[src/rtl/fft_pkg.sv]
// Shared constants and helpers for the FFT output post-processing blocks.
`timescale 1ns/1ps
package fft_pkg;

    localparam int unsigned WIDTH = 16;
    localparam int unsigned N     = 9;
    localparam int unsigned POW_W = 2 * WIDTH;

    // Reverse the low w bits of v; bits at and above w come back as zero.
    function automatic logic [31:0] bitrev(input logic [31:0] v, input int unsigned w);
        logic [31:0] r;
        r = '0;
        for (int i = 0; i < 32; i++) begin
            if (i < int'(w)) begin
                r[int'(w) - 1 - i] = v[i];
            end
        end
        return r;
    endfunction

endpackage

[src/rtl/fft_mag2.sv]
// Two-stage pipelined |x|^2 = re^2 + im^2 with a valid bit and an opaque
// sideband word that travels alongside the data.
`timescale 1ns/1ps
module fft_mag2 #(
    parameter int unsigned WIDTH = fft_pkg::WIDTH,
    parameter int unsigned SB_W  = 1
) (
    input  logic                    clk,
    input  logic                    areset,
    input  logic                    valid_i,
    input  logic signed [WIDTH-1:0] re_i,
    input  logic signed [WIDTH-1:0] im_i,
    input  logic [SB_W-1:0]         sb_i,
    output logic                    valid_o,
    output logic [2*WIDTH-1:0]      pow_o,
    output logic [SB_W-1:0]         sb_o
);

    localparam int unsigned PW = 2 * WIDTH;
    localparam int unsigned SW = PW - 1;

    logic signed [PW-1:0] re_ext, im_ext;
    logic [SW-1:0]        re2_d, im2_d;
    logic [SW-1:0]        re2_q, im2_q;
    logic                 v1_q;
    logic [SB_W-1:0]      sb1_q;
    logic                 v2_q;
    logic [PW-1:0]        pow_q;
    logic [SB_W-1:0]      sb2_q;

    // Squares of signed inputs are non-negative and at most 2^(2*WIDTH-2).
    always_comb begin
        re_ext = PW'(re_i);
        im_ext = PW'(im_i);
        re2_d  = SW'(re_ext * re_ext);
        im2_d  = SW'(im_ext * im_ext);
    end

    // Stage 1: register both squares and the sideband.
    always_ff @(posedge clk) begin
        if (areset) begin
            v1_q  <= 1'b0;
            re2_q <= '0;
            im2_q <= '0;
            sb1_q <= '0;
        end else begin
            v1_q <= valid_i;
            if (valid_i) begin
                re2_q <= re2_d;
                im2_q <= im2_d;
                sb1_q <= sb_i;
            end
        end
    end

    // Stage 2: sum in full width, so full-scale input cannot overflow.
    always_ff @(posedge clk) begin
        if (areset) begin
            v2_q  <= 1'b0;
            pow_q <= '0;
            sb2_q <= '0;
        end else begin
            v2_q <= v1_q;
            if (v1_q) begin
                pow_q <= PW'(re2_q) + PW'(im2_q);
                sb2_q <= sb1_q;
            end
        end
    end

    assign valid_o = v2_q;
    assign pow_o   = pow_q;
    assign sb_o    = sb2_q;

endmodule

[src/rtl/fft_peak_detect.sv]
// Per-frame spectral peak search on the FFT output stream: power per bin,
// bit-reverse index mapping, strongest-eligible-bin tracking and an index
// sequence check, with one registered result per frame.
`timescale 1ns/1ps
module fft_peak_detect import fft_pkg::*; #(
    parameter int unsigned WIDTH     = fft_pkg::WIDTH,
    parameter int unsigned N         = fft_pkg::N,
    parameter bit          BITREV    = 1'b1,
    parameter bit          SKIP_DC   = 1'b1,
    parameter bit          HALF_SPEC = 1'b1
) (
    input  logic                    clk,
    input  logic                    areset,
    input  logic                    din_en,
    input  logic [N-1:0]            din_cnt,
    input  logic signed [WIDTH-1:0] din_re,
    input  logic signed [WIDTH-1:0] din_im,
    output logic                    peak_valid,
    output logic [N-1:0]            peak_bin,
    output logic [2*WIDTH-1:0]      peak_pow,
    output logic                    frame_err
);

    localparam int unsigned PW   = 2 * WIDTH;
    // Sideband layout: {mis, last, first, elig, bin[N-1:0]}
    localparam int unsigned SB_W = N + 4;

    logic [N-1:0]    exp_q;
    logic [N-1:0]    nat_bin;
    logic            in_elig, in_first, in_last, in_mis;
    logic [SB_W-1:0] sb_in, s2_sb;
    logic            s2_valid;
    logic [PW-1:0]   s2_pow;
    logic [N-1:0]    s2_bin;
    logic            s2_elig, s2_first, s2_last, s2_mis;

    logic            cur_vld, take;
    logic [PW-1:0]   cur_pow;
    logic [N-1:0]    cur_bin;
    logic            best_vld_d, best_vld_q;
    logic [PW-1:0]   best_pow_d, best_pow_q;
    logic [N-1:0]    best_bin_d, best_bin_q;
    logic            err_d, err_q;
    logic            done_d, done_q;

    // Input decode: natural bin, eligibility, frame flags, sequence mismatch.
    always_comb begin
        nat_bin  = BITREV ? N'(bitrev(32'(din_cnt), N)) : din_cnt;
        in_elig  = !(SKIP_DC && (nat_bin == '0)) && !(HALF_SPEC && nat_bin[N-1]);
        in_first = (din_cnt == '0);
        in_last  = &din_cnt;
        in_mis   = (din_cnt != exp_q);
        sb_in    = {in_mis, in_last, in_first, in_elig, nat_bin};
    end

    // Expected-index counter; resyncs to the observed index after a mismatch.
    always_ff @(posedge clk) begin
        if (areset) begin
            exp_q <= '0;
        end else if (din_en) begin
            exp_q <= din_cnt + 1'b1;
        end
    end

    fft_mag2 #(
        .WIDTH (WIDTH),
        .SB_W  (SB_W)
    ) u_mag2 (
        .clk     (clk),
        .areset  (areset),
        .valid_i (din_en),
        .re_i    (din_re),
        .im_i    (din_im),
        .sb_i    (sb_in),
        .valid_o (s2_valid),
        .pow_o   (s2_pow),
        .sb_o    (s2_sb)
    );

    // Stage 3 next state: a first flag empties best before this sample is
    // considered; ties go to the lower natural bin.
    always_comb begin
        {s2_mis, s2_last, s2_first, s2_elig, s2_bin} = s2_sb;
        cur_vld    = s2_first ? 1'b0 : best_vld_q;
        cur_pow    = s2_first ? '0 : best_pow_q;
        cur_bin    = s2_first ? '0 : best_bin_q;
        take       = s2_elig && (!cur_vld || (s2_pow > cur_pow) ||
                                 ((s2_pow == cur_pow) && (s2_bin < cur_bin)));
        best_vld_d = best_vld_q;
        best_pow_d = best_pow_q;
        best_bin_d = best_bin_q;
        err_d      = err_q;
        done_d     = 1'b0;
        if (s2_valid) begin
            best_vld_d = cur_vld | take;
            best_pow_d = take ? s2_pow : cur_pow;
            best_bin_d = take ? s2_bin : cur_bin;
            err_d      = (s2_first ? 1'b0 : err_q) | s2_mis;
            done_d     = s2_last;
        end
    end

    // Stage 3 registers: running best, sticky error, end-of-frame marker.
    always_ff @(posedge clk) begin
        if (areset) begin
            best_vld_q <= 1'b0;
            best_pow_q <= '0;
            best_bin_q <= '0;
            err_q      <= 1'b0;
            done_q     <= 1'b0;
        end else begin
            best_vld_q <= best_vld_d;
            best_pow_q <= best_pow_d;
            best_bin_q <= best_bin_d;
            err_q      <= err_d;
            done_q     <= done_d;
        end
    end

    // Result registers; an empty best at end of frame reports 0/0 with error.
    always_ff @(posedge clk) begin
        if (areset) begin
            peak_valid <= 1'b0;
            peak_bin   <= '0;
            peak_pow   <= '0;
            frame_err  <= 1'b0;
        end else begin
            peak_valid <= done_q;
            if (done_q) begin
                peak_bin  <= best_vld_q ? best_bin_q : '0;
                peak_pow  <= best_vld_q ? best_pow_q : '0;
                frame_err <= err_q | ~best_vld_q;
            end
        end
    end

endmodule

[config.mk]
export PLATFORM = sky130hd
export DESIGN_NAME = fft_peak_detect
export DESIGN_NICKNAME = d
export VERILOG_FILES = /design/src/rtl/fft_pkg.sv /design/src/rtl/fft_mag2.sv /design/src/rtl/fft_peak_detect.sv
export SDC_FILE = /design/constraint.sdc
export NUM_CORES = 2
export LEC_CHECK = 0
export CORE_MARGIN = 4
export CORE_UTILIZATION = 65
export DETAILED_ROUTE_END_ITERATION = 16
export PLACE_DENSITY_LB_ADDON = 0.25
export REMOVE_ABC_BUFFERS = 1
export SETUP_SLACK_MARGIN = 0.05
export SLEW_MARGIN = 20
export SYNTH_ARGS = -nofsm -noshare
export SYNTH_HDL_FRONTEND = slang
export SYNTH_HIERARCHICAL = 1
export SYNTH_SLANG_ARGS = --single-unit
[constraint.sdc]
create_clock -name clk -period 9.85 [get_ports clk]
set_input_delay 1.4775 -clock clk [delete_from_list [all_inputs] [get_ports clk]]
set_output_delay 1.4775 -clock clk [all_outputs]
set_load 0.005 [all_outputs]
==> parameters.txt <==
Parameter                              Value

Timing
  Fraction of the cycle the final worst path needs ... 80.9%
  Number of max-slew violations in the final report ... 0
  Setup repair after global routing missed its margin ... false
  Layout Skew ... 0.00801 ns
  Final-layout setup total negative slack ... 0 ns
  Transition time at the pin with the least slew margin ... 0.860 ns
  Finish-stage setup viols ... 0
  Final hold slack ... 0.472 ns
  Endpoints failing hold ... 0
  Max Clk Rate ... 126 MHz
  Min Tclk post-route ... 7.97 ns
  Relative max-transition margin ... 42.5%

Detailed routing
  Violation count after the first detailed-routing iteration ... 1,383
  Via count ... 21,000
  Number of antenna-violating nets in the routed design ... 0
  Via-to-Cell Ratio ... 5.63
  Aggregate routed wire length ... 62,700 µm
  Average wire per cell in the routed design ... 16.8 µm
  Residual DRC count ... 0
  TritonRoute pass-1 iters ... 7

Worst setup path
  Arrival time at the worst endpoint ... 8.33 ns
  Buf+Inv Stages, Crit Path ... 7
  List of cells traversed by the critical path ... clkdlybuf4s50_1 -> buf_4 -> inv_1 -> nor2_1 -> fa_1 -> inv_1 -> fa_1 -> inv_1 -> fa_1 -> fa_1 -> fa_1 -> inv_1 -> fa_1 -> inv_1 -> ha_1 -> a21o_1 -> or4_1 -> a311o_1 -> a41oi_1 -> or4b_1 -> o311ai_0
  CP max-delay cell ... sky130_fd_sc_hd__fa_1
  Most used cell along the critical path ... sky130_fd_sc_hd__fa_1
  Peak per-stage delay on the critical path ... 0.74 ns
  Startpoint class of the critical path ... primary input
  Critical path peak fanout ... 16
  Class of the most critical setup path ... primary input to register
  Cell family contributing the most delay on the critical path ... adder cells
  Crit path required time ... 10.21 ns
  CP Capture Type ... register

Synthesis
  Largest cells by area after synthesis ... sky130_fd_sc_hd__fa_1, sky130_fd_sc_hd__dfxtp_1, sky130_fd_sc_hd__ha_1
  Leading area contributor after synthesis ... sky130_fd_sc_hd__fa_1
  Post-synth EDFFs ... 0
  Number of distinct library cells after synthesis ... 94
  Sequential area share after synthesis ... 15.4%
  Area share of the leading cell type in the synthesized netlist ... 32.8%
  Synthesis-stage register bit count ... 216
  Mean Syn Cell Area ... 9.00 µm²
  Syn Std Cell Area ... 0.0280 mm²
  Cell count after synthesis ... 3,113
  Share of synthesized registers carrying an async set or reset ... 0%
  Number of warnings printed during yosys synthesis ... 6
  Main flop type after synthesis ... sky130_fd_sc_hd__dfxtp_1

Placed design
  Port-buffer cells ... 86
  Post-DP HPWL ... 51,000 µm
  Post-Place Cells ... 3,679
  Placer congestion estimate ... 0.934

Floorplan
  Width of the die ... 216 µm
  Core area ... 0.0423 mm²
  Die Y-Extent ... 216 µm
  Initial Util ... 66.2%
  Cell row count ... 75
  Area enclosed by the die boundary ... 0.0465 mm²
  I/O pin count ... 87

Cells and area
  Share of final-layout standard cells stronger than drive strength 1 ... 4.67%
  Utilization of the core after routing ... 71.2%
  Number of inserted diodes ... 0
  Synthesis-to-finish area growth ... 7.43%
  Final cell count without fillers ... 3,725
  Final Net Count ... 3,875

Clocking
  Clock slew at reported path FFs ... 0.06 ns
  Cell at the root of the clock tree ... sky130_fd_sc_hd__clkbuf_16
  Worst-skew pair later-pin latency ... 0.51 ns
  Largest buffer count on any clock path ... 3
  Clock tree from TritonCTS ... done
  Post-CTS Setup Bufs ... 0
  CTS-repair resized insts ... 0
  Clock Sinks ... 216
  Quantity of hold-fixing buffers added after cts ... 0
  Depth of the CTS H-tree ... 1
  Number of CTS-inserted buffers ... 25

Outcome
  Result of the run ... complete, no violations

Global routing
  First-pass GRT wire length ... 106,000 µm
  Initial antenna violation count ... 0
  Total global-route track usage ... 27.2%
  Number of global-route vias before repair ... 22,300
  Maximum number of pins on one net before global-route repair ... 80
  Grt total ovfl ... 0

Flow run
  Count of max-cap constraint violations ... 0

Worst hold path
  Type of the most critical hold path ... register to register
==> synthesized netlist by cell type (28+ instances only) <==
master,count
sky130_fd_sc_hd__and2_1,67
sky130_fd_sc_hd__clkbuf_1,89
sky130_fd_sc_hd__o21ai_0,56
sky130_fd_sc_hd__mux2i_1,76
sky130_fd_sc_hd__nand3_1,32
sky130_fd_sc_hd__nand2_1,272
sky130_fd_sc_hd__nand3_2,40
sky130_fd_sc_hd__xnor2_1,70
sky130_fd_sc_hd__inv_1,666
sky130_fd_sc_hd__fa_1,459
sky130_fd_sc_hd__ha_1,242
sky130_fd_sc_hd__nand2b_1,28
sky130_fd_sc_hd__xor2_1,40
sky130_fd_sc_hd__nor2b_1,57
sky130_fd_sc_hd__a21oi_1,123
sky130_fd_sc_hd__nor2_1,248
sky130_fd_sc_hd__o21ai_1,29
sky130_fd_sc_hd__dfxtp_1,216
==> stage by stage <==
stage          setup slack, ns  area [µm²]
5_1_grt                   1.56       30100
3_5_place_dp              1.37       29200
6_report                  1.88       30100
4_1_cts                   1.90       30100
2_1_floorplan             2.59       27500
3_3_place_gp              1.59       29200
==> metal layers <==
layer / routed length, µm / track usage, % / up-vias
met5: 0 / 0 / -
met2: 32200 / 48.5 / 598
li1: - / - / 9761
met3: 2980 / 2.43 / 139
met4: 1890 / 7.56 / 0
met1: 25600 / 35.9 / 10500
==> sequential cells by signal, indices dropped and copies added (netlist names), 9 cells and up <==
register and cells:
best_pow_q 32, u_mag2/pow_o 32, exp_q 9, u_mag2/sb_o 13, u_mag2/re2_q 30, u_mag2/im2_q 30, best_bin_q 9, u_mag2/sb1_q 13
peak_pow 32, peak_bin 9
==> cell families after synthesis <==
family	synth area share, %
compound gates	9.04
xor+xnor	3.44
simple gates	14.9
fa+ha+maj	43.6
buf+inv	10.8
flops	15.4
mux	2.79
==> final timing paths <==
path | startpoint | endpoint | slack [ns] | cells past startpoint
hold / removal | u_mag2/pow_o[3] | best_pow_q[3] | 0.47 | 2
hold reg to reg | u_mag2/pow_o[3] | best_pow_q[3] | 0.47 | 2
setup reg to reg | u_mag2/sb_o[10] | best_pow_q[0] | 5.81 | 12
setup / recovery | din_im[15] | u_mag2/im2_q[28] | 1.88 | 21
==> worst register-to-register path, stage by stage (launching register included) <==
cell and delay, ns:
sky130_fd_sc_hd__dfxtp_1 0.38, sky130_fd_sc_hd__inv_1 0.41, sky130_fd_sc_hd__buf_4 0.41, sky130_fd_sc_hd__nand2_1 0.11, sky130_fd_sc_hd__ha_1 0.33, sky130_fd_sc_hd__and4_4 0.25, sky130_fd_sc_hd__nand4_4 0.12, sky130_fd_sc_hd__or3_4 0.43
sky130_fd_sc_hd__nor3_1 0.46, sky130_fd_sc_hd__a2111o_2 0.54, sky130_fd_sc_hd__buf_12 0.28, sky130_fd_sc_hd__nand2_1 0.08, sky130_fd_sc_hd__o21ai_0 0.16
==> area by class of cell <==
cell class / count / area (µm²)
tap: 577 / 722
sequential: 216 / 4330
clock buffer: 34 / 709
fill: 3208 / 12200
clock inverter: 11 / 140
multi-input combinational: 2115 / 20700
inverter: 668 / 2510
timing repair buffer: 104 / 1010
==> cells in the final DEF, fill, tap and decap left out, types with 7 or more instances in the layout <==
cell type | synthesis | routed
sky130_fd_sc_hd__nand4_1 | 10 | 10
sky130_fd_sc_hd__ha_1 | 242 | 242
sky130_fd_sc_hd__a21oi_1 | 123 | 123
sky130_fd_sc_hd__nor3b_1 | 13 | 13
sky130_fd_sc_hd__nor3_1 | 14 | 14
sky130_fd_sc_hd__o21ai_0 | 56 | 56
sky130_fd_sc_hd__buf_4 | 4 | 18
sky130_fd_sc_hd__o21a_1 | 16 | 16
sky130_fd_sc_hd__o21ai_1 | 29 | 29
sky130_fd_sc_hd__or2_2 | 8 | 8
sky130_fd_sc_hd__nand3_1 | 32 | 32
sky130_fd_sc_hd__and2_1 | 67 | 67
sky130_fd_sc_hd__a31oi_1 | 10 | 10
sky130_fd_sc_hd__o211ai_1 | 9 | 9
sky130_fd_sc_hd__a211oi_1 | 27 | 26
sky130_fd_sc_hd__o22ai_1 | 11 | 11
sky130_fd_sc_hd__o21bai_1 | 7 | 7
sky130_fd_sc_hd__nor2b_1 | 57 | 57
sky130_fd_sc_hd__inv_1 | 666 | 666
sky130_fd_sc_hd__mux2i_1 | 76 | 76
sky130_fd_sc_hd__xnor2_1 | 70 | 70
sky130_fd_sc_hd__nand2b_1 | 28 | 28
sky130_fd_sc_hd__nand2_1 | 272 | 272
sky130_fd_sc_hd__clkdlybuf4s50_1 | 0 | 84
sky130_fd_sc_hd__nand3_2 | 40 | 40
sky130_fd_sc_hd__fa_1 | 459 | 459
sky130_fd_sc_hd__and3_1 | 11 | 11
sky130_fd_sc_hd__clkbuf_16 | 0 | 25
sky130_fd_sc_hd__a21o_1 | 27 | 27
sky130_fd_sc_hd__xor2_1 | 40 | 40
sky130_fd_sc_hd__nor2_1 | 248 | 248
sky130_fd_sc_hd__dfxtp_1 | 216 | 215
Power is left out: the tool's default activity adds up to more than one toggle a clock period on the data nets, which glitch-free logic cannot reach.
